`src/rtl/cpu_types_pkg.sv`:
```
// cpu_types_pkg -- shared types and constants for the branch predictor.
//   bp_entry_t         : one predictor table entry (valid, tag, target, counter).
//                        Tag and counter fields are sized for the widest legal
//                        configuration (ENTRIES=4, CNT_W=4); narrower builds
//                        zero-extend into them.
//   bp_cnt_weak_taken  : counter value with MSB=1, lower bits 0.
//   bp_cnt_weak_ntaken : counter value with MSB=0, lower bits 1.
package cpu_types_pkg;

  localparam int BP_TAG_W_MAX = 28;
  localparam int BP_CNT_W_MAX = 4;

  typedef struct packed {
    logic                    valid;
    logic [BP_TAG_W_MAX-1:0] tag;
    logic [31:0]             target;
    logic [BP_CNT_W_MAX-1:0] cnt;
  } bp_entry_t;

  function automatic logic [BP_CNT_W_MAX-1:0] bp_cnt_weak_taken(input int w);
    return BP_CNT_W_MAX'(1) << (w - 1);
  endfunction

  function automatic logic [BP_CNT_W_MAX-1:0] bp_cnt_weak_ntaken(input int w);
    return (BP_CNT_W_MAX'(1) << (w - 1)) - BP_CNT_W_MAX'(1);
  endfunction

  // Values for the default 2-bit counter.
  localparam logic [BP_CNT_W_MAX-1:0] BP_CNT2_WT  = bp_cnt_weak_taken(2);
  localparam logic [BP_CNT_W_MAX-1:0] BP_CNT2_WNT = bp_cnt_weak_ntaken(2);

endpackage

```
`src/rtl/branch_predictor_sat_counter.sv`:
```
// sat_counter -- next-state logic for one saturating counter.
//   i_cnt : current counter value
//   inc   : 1 = count up, 0 = count down
//   en    : apply the step; otherwise o_cnt = i_cnt
//   o_cnt : next counter value, clamped at 0 and 2^CNT_W-1
module sat_counter #(
  parameter int CNT_W = 2
) (
  input  logic [CNT_W-1:0] i_cnt,
  input  logic             inc,
  input  logic             en,
  output logic [CNT_W-1:0] o_cnt
);

  always_comb begin
    o_cnt = i_cnt;
    if (en) begin
      if (inc) begin
        if (i_cnt != '1) o_cnt = i_cnt + CNT_W'(1);
      end else begin
        if (i_cnt != '0) o_cnt = i_cnt - CNT_W'(1);
      end
    end
  end

endmodule

```
`src/rtl/branch_predictor.sv`:
```
// branch_predictor -- direct-mapped BTB with per-entry saturating counters.
//   CLK, RST          : clock, synchronous active-high reset
//   lookup_pc         : IF-stage fetch PC; lookup is combinational
//   pred_hit/taken    : valid tag match / match with counter MSB set
//   pred_target       : stored target, 0 on a miss
//   upd_*             : EX-stage resolved branch, written at the rising edge
//   stat_updates, stat_mispredicts : present only with BP_STATS_EN defined
// Optional feature macro: BP_STATS_EN.
module branch_predictor
  import cpu_types_pkg::*;
#(
  parameter int ENTRIES = 16,
  parameter int CNT_W   = 2
) (
  input  logic        CLK,
  input  logic        RST,
  input  logic [31:0] lookup_pc,
  output logic        pred_hit,
  output logic        pred_taken,
  output logic [31:0] pred_target,
  input  logic        upd_valid,
  input  logic [31:0] upd_pc,
  input  logic        upd_taken,
  input  logic [31:0] upd_target,
  input  logic        upd_mispredict
`ifdef BP_STATS_EN
  ,
  output logic [31:0] stat_updates,
  output logic [31:0] stat_mispredicts
`endif
);

  localparam int IDX_W = $clog2(ENTRIES);
  localparam logic [BP_CNT_W_MAX-1:0] CNT_WT  = bp_cnt_weak_taken(CNT_W);
  localparam logic [BP_CNT_W_MAX-1:0] CNT_WNT = bp_cnt_weak_ntaken(CNT_W);

  logic [IDX_W-1:0]        w_lk_idx, w_up_idx;
  logic [BP_TAG_W_MAX-1:0] w_lk_tag, w_up_tag;
  bp_entry_t [ENTRIES-1:0] w_tbl;
  bp_entry_t               w_lk_ent, w_up_ent;
  logic                    w_lk_hit, w_up_hit;

  // Tags are zero-extended into the fixed-width struct field.
  assign w_lk_idx = lookup_pc[IDX_W+1:2];
  assign w_up_idx = upd_pc[IDX_W+1:2];
  assign w_lk_tag = BP_TAG_W_MAX'(lookup_pc[31:IDX_W+2]);
  assign w_up_tag = BP_TAG_W_MAX'(upd_pc[31:IDX_W+2]);

  // Lookup reads registered state only, so a same-cycle update is not seen.
  assign w_lk_ent = w_tbl[w_lk_idx];
  assign w_up_ent = w_tbl[w_up_idx];
  assign w_lk_hit = w_lk_ent.valid && (w_lk_ent.tag == w_lk_tag);
  assign w_up_hit = w_up_ent.valid && (w_up_ent.tag == w_up_tag);

  assign pred_hit    = w_lk_hit;
  assign pred_taken  = w_lk_hit && w_lk_ent.cnt[CNT_W-1];
  assign pred_target = w_lk_hit ? w_lk_ent.target : 32'h0;

  for (genvar g = 0; g < ENTRIES; g++) begin : g_ent
    bp_entry_t        r_ent;
    logic             w_sel;
    logic [CNT_W-1:0] w_cnt_cur, w_cnt_nxt;

    assign w_sel     = upd_valid && (w_up_idx == IDX_W'(g));
    assign w_cnt_cur = CNT_W'(r_ent.cnt);

    sat_counter #(.CNT_W(CNT_W)) u_cnt (
      .i_cnt (w_cnt_cur),
      .inc   (upd_taken),
      .en    (w_sel && w_up_hit),
      .o_cnt (w_cnt_nxt)
    );

    // Tag and target are left untouched by reset; valid=0 masks them.
    always_ff @(posedge CLK) begin
      if (RST) begin
        r_ent.valid <= 1'b0;
        r_ent.cnt   <= CNT_WNT;
      end else if (w_sel) begin
        if (w_up_hit) begin
          r_ent.cnt <= BP_CNT_W_MAX'(w_cnt_nxt);
          if (upd_taken) r_ent.target <= upd_target;
        end else if (upd_taken) begin
          r_ent.valid  <= 1'b1;
          r_ent.tag    <= w_up_tag;
          r_ent.target <= upd_target;
          r_ent.cnt    <= CNT_WT;
        end
      end
    end

    assign w_tbl[g] = r_ent;
  end

`ifdef BP_STATS_EN
  logic [31:0] r_stat_upd, r_stat_mis;

  always_ff @(posedge CLK) begin
    if (RST) begin
      r_stat_upd <= '0;
      r_stat_mis <= '0;
    end else if (upd_valid) begin
      r_stat_upd <= r_stat_upd + 32'd1;
      if (upd_mispredict) r_stat_mis <= r_stat_mis + 32'd1;
    end
  end

  assign stat_updates     = r_stat_upd;
  assign stat_mispredicts = r_stat_mis;

  logic w_unused;
  assign w_unused = ^{lookup_pc[1:0], upd_pc[1:0], w_lk_ent, w_up_ent};
`else
  logic w_unused;
  assign w_unused = ^{lookup_pc[1:0], upd_pc[1:0], w_lk_ent, w_up_ent, upd_mispredict};
`endif

endmodule

```
`config.mk`:
```
export PLATFORM = sky130hd
export DESIGN_NAME = branch_predictor
export DESIGN_NICKNAME = d
export VERILOG_FILES = /design/src/rtl/cpu_types_pkg.sv /design/src/rtl/branch_predictor_sat_counter.sv /design/src/rtl/branch_predictor.sv
export SDC_FILE = /design/constraint.sdc
export NUM_CORES = 1
export LEC_CHECK = 0
export CAP_MARGIN = 20
export CORE_MARGIN = 3
export CORE_UTILIZATION = 60
export CTS_BUF_LIST = sky130_fd_sc_hd__clkbuf_2 sky130_fd_sc_hd__clkbuf_4 sky130_fd_sc_hd__clkbuf_8
export CTS_CLUSTER_SIZE = 14
export DETAILED_ROUTE_END_ITERATION = 8
export GPL_TIMING_DRIVEN = 0
export PLACE_DENSITY_LB_ADDON = 0.12
export SLEW_MARGIN = 15
export SYNTH_ARGS = -nofsm -noshare
export SYNTH_HDL_FRONTEND = slang
export SYNTH_SLANG_ARGS = --single-unit
```
`constraint.sdc`:
```
create_clock -name CLK -period 15.3 [get_ports CLK]
set_input_delay 1.53 -clock CLK [delete_from_list [all_inputs] [get_ports CLK]]
set_output_delay 1.53 -clock CLK [all_outputs]
set_load 0.005 [all_outputs]
```
==> impl_results.md, run 1 <==
- Status: finished, final reports clean
- Number of instances in the synthesized netlist: between 2,000 and 2,500
- Final Setup Violations: 0
- Post-detailed-routing wire length: roughly 130 mm
- Crit Reg-Reg Startpoint: g_ent[15].r_ent[44]
- Distinct cell type count after synthesis: 64
- Cell leakage power: 0.0159 uW
- Ratio of routed vias to standard cells: roughly 7.1
- Worst path cell trace: clkbuf_1, clkbuf_1, buf_1, mux4_2, mux4_2, xnor2_1, nand3_1, nor3_2, buf_4, buf_4, clkbuf_1, and3_1, clkdlybuf4s50_1
- Max-capacitance violation count: 0
- Worst-margin pin slew: around 1.3 ns
- Largest net degree at the start of global routing: 25
- FILL cells: 4,224
- Share of the synthesized netlist area taken by xor and xnor gates: 0.908%
- Number of synthesized flops with an enable pin: just over 900
- Overall routing resource usage: roughly 35%
- Maximum clock frequency: 120 MHz
- Clock sinks: 976
- Number of levels the H-tree was split into: 4
- Most frequent cells in the layout: 928 x edfxtp_1, 384 x mux4_2, 158 x clkbuf_8
- TritonCTS clock tree: built
- Share of post-route cells with drive strength above 1: 31.5%
- Horiz. Die Dim: 272 um
- Max-slew violations: 0
- Worst EP arrival: between 6 and 7 ns
- Final number of hold-violating endpoints: 0
- Final core utilization: 71.1%
- Critical path endpoint category: primary output
- Critical path's slowest cell: buf_1
- Cell area after layout: 49,300 um2
- Number of placement rows: 96
- Root buf cell: clkbuf_8
- Clock buffer count from CTS: roughly 160
- Post-synthesis instance area: 42,400 um2
- Flops & latches, synth: just under 1,000
- Final period utilization: about 54%
- Leading cell type in the layout, fill and taps excluded: edfxtp_1
- Longest individual stage delay on the worst path: roughly 0.86 ns
- Sequential Power Share: roughly 52%
- Number of port buffers: around 120
- Normalized max-slew margin: around 16%
- Half-perimeter wire length of the detailed placement result: 83.9 mm
- Synthesized-area fraction occupied by adder cells: 0%
- Psw: roughly 1300 uW
- Overall via count from detail_route: about 26,000
- Sequential standard cell area: between 20,000 and 30,000 um2
- Worst skew pair latency: around 0.83 ns
- Logic pwr share: approximately 7.5%
- Startpoint of the most critical hold path: g_ent[2].r_ent[64]
- Worst voltage drop across the vdd grid: about 79 uV
- Classification of the worst-slack hold path: register to register
- Ys Warns: 0
- Number of buffers added for setup after CTS: 0
- Post-detailed-route DRC marker count: 0
- Nets@finish: about 2,700
- CP required: between 10 and 15 ns
- Switching part of the total power: 23.2%
- Cell type with the highest occurrence count on the critical path: clkbuf_1
- Fraction of the mapped netlist area in compound gates: 3.26%
- Synth Net Count: between 2,000 and 2,500
- Largest buffer count on any clock path: 3
- Largest regs: g_ent.r_ent: 976 flops
- Unrepaired setup endpoints after global routing: false
- Total core area: approximately 69,000 um2
- Worst clock skew: between 0.03 and 0.04 ns
- Ys async rst share: 0%
- Signed area change from the synthesized netlist to the final layout: 16.2%
- Post-synthesis share of cell area spent on and, or, nand and nor gates: 3.84%
- Shortest clock period the worst path allows after layout: 8.33 ns
- Dominant synthesized flop cell: edfxtp_1
- Wire length of the first global-routing pass: between 150 and 200 mm
- Total overflow reported by the global router: 0
- Ratio of total power to cell area: approximately 110 nW/um2
- Number of antenna violations at the first check in global routing: 6
- Post-detailed-route count of antenna-violating nets: 0
- Post-Synthesis Mean Instance Area: around 19 um2
- Type of element launching the critical path: input port
- Crit. Startpoint: lookup_pc[3]
- Initial Util: around 61%
- Pre-Repair DR Iteration Count: 6
- Routability cong.: slightly above 0.9
- Cell area reported after detailed placement: roughly 46,000 um2
- Sequential-to-total area share from yosys stat: between 60% and 70%
- Dominant combinational cell family by area after synthesis: multiplexers
- Die outline area: between 70,000 and 80,000 um2
- Number of flip-flops under the largest register name: roughly 1,000
- Internal: about 4300 uW
- Total Neg Setup Slack: 0 ns
- Clock network fraction of total power: between 40% and 50%
- Number of design-rule violations left by the first detailed-router iteration: between 4,000 and 5,000
- Share of synthesized area spent on multiplexers: 22.1%
- Quantity of gates resized following cts: 0
- Number of top-level design ports: ~140
- Worst Setup Path Type: input port to primary output
- Clock transition at the registers of the reported paths: 0.07 ns
- Number of buffers inserted for hold repair after clock tree synthesis: 0
- DR WL/cell: between 30 and 40 um
- Multi-input logic area: around 13,000 um2
- Die height: 272 um
- Highest fanout seen on the critical path: 10
- Most flop-heavy register: g_ent.r_ent
- Via count of the first global-routing pass: 25,643
per-layer routing:
metal	track usage (%)	share of wire, %
met5	0	0.046
met4	10.9	3.2
met3	12.5	15
met2	49.9	45
met1	50.1	37
final timing paths:
check / end / slack [ns] / depth (start not counted)
setup / recovery: pred_target[28] / 6.97 / 13
hold / removal: g_ent[2].r_ent[64] / 0.49 / 2
hold reg to reg: g_ent[2].r_ent[64] / 0.49 / 2
setup reg to reg: g_ent[13].r_ent[58] / 10.64 / 12
metrics by stage:
step	cells	hold WS [ns]	setup slack (ns)	power, uW
global route	3611	0.507	6.84	5790
detailed placement	3324	0.470	7.03	3410
finish	3611	0.492	6.97	5630
CTS	3604	0.484	6.99	5640
global placement	3237	0.469	4.16	3400
floorplan	2185	0.440	9.18	3240
power by group through the flow:
stage	registers [uW]	logic, uW	clock network (uW)
2_1_floorplan	3000	236	0
6_report	2950	422	2260
4_1_cts	2950	411	2280
3_5_place_dp	3010	409	0
3_3_place_gp	3010	395	0
5_1_grt	2950	438	2400
cell usage after synthesis (all sizes together), types with 7 or more instances:
| cell | n | area, um2 |
|---|---|---|
| clkbuf | 73 | 274 |
| mux4 | 384 | 8650 |
| nor2 | 55 | 206 |
| nor2b | 12 | 75.1 |
| a311oi | 10 | 87.6 |
| o32ai | 10 | 87.6 |
| mux2 | 23 | 259 |
| mux2i | 49 | 490 |
| o21ai | 74 | 374 |
| xnor2 | 37 | 324 |
| and3 | 33 | 206 |
| nand3 | 22 | 110 |
| a21oi | 30 | 150 |
| nand4 | 13 | 96.3 |
| edfxtp | 928 | 27900 |
| nand2 | 91 | 342 |
| nand2b | 8 | 50.1 |
| or3 | 15 | 93.8 |
| nor3 | 25 | 125 |
| o31ai | 7 | 57.6 |
| o22ai | 18 | 113 |
| dfxtp | 48 | 961 |
| a41oi | 16 | 140 |
| buf | 73 | 398 |
| nor4 | 21 | 146 |
| a211oi | 13 | 103 |
| inv | 39 | 146 |
| xor2 | 7 | 61.3 |
area by class of cell:
class	count	area share, %
clock buffer	217	5.31
buffer	146	1.37
timing repair buffer	213	4.81
antenna	2	0.0102
multi-input combinational	1023	26.3
clock inverter	63	1.06
sequential	976	58.5
tap	931	2.36
inverter	40	0.305
worst max-delay path, delay by kind of cell:
family,cells,cell delay (ns)
muxes,2,0.96
buffers and inverters,7,3.46
and+or+nand+nor,3,0.68
xor gates and xnor gates,1,0.15
cell families (layout without fill, tap and decap cells):
family,after synthesis,count (layout)
simple gates,316,316
buf+inv,186,679
mux,456,456
compound gates,207,207
other cells,0,2
xor+xnor,44,44
flops,976,976
No activity file was read; power rests on OpenSTA's default activity.
==> inputs of run 2 (changes only) <==
==> constraint.sdc (replaced) <==
create_clock -name CLK -period 8.6 [get_ports CLK]
set_input_delay 0.86 -clock CLK [delete_from_list [all_inputs] [get_ports CLK]]
set_output_delay 0.86 -clock CLK [all_outputs]
set_load 0.005 [all_outputs]
==> results of run 2 <==
Same layout as run 1 (identical final DEF). Status: finished, final reports clean.
Among the figures that moved: setup slack after placement 7.03 ns -> 1.67 ns; setup slack after layout 6.97 ns -> 1.61 ns; register-to-register setup slack 10.64 ns -> 3.94 ns; total power 5630 uW -> 10000 uW; worst IR drop on VDD 78.6 uV -> 140 uV
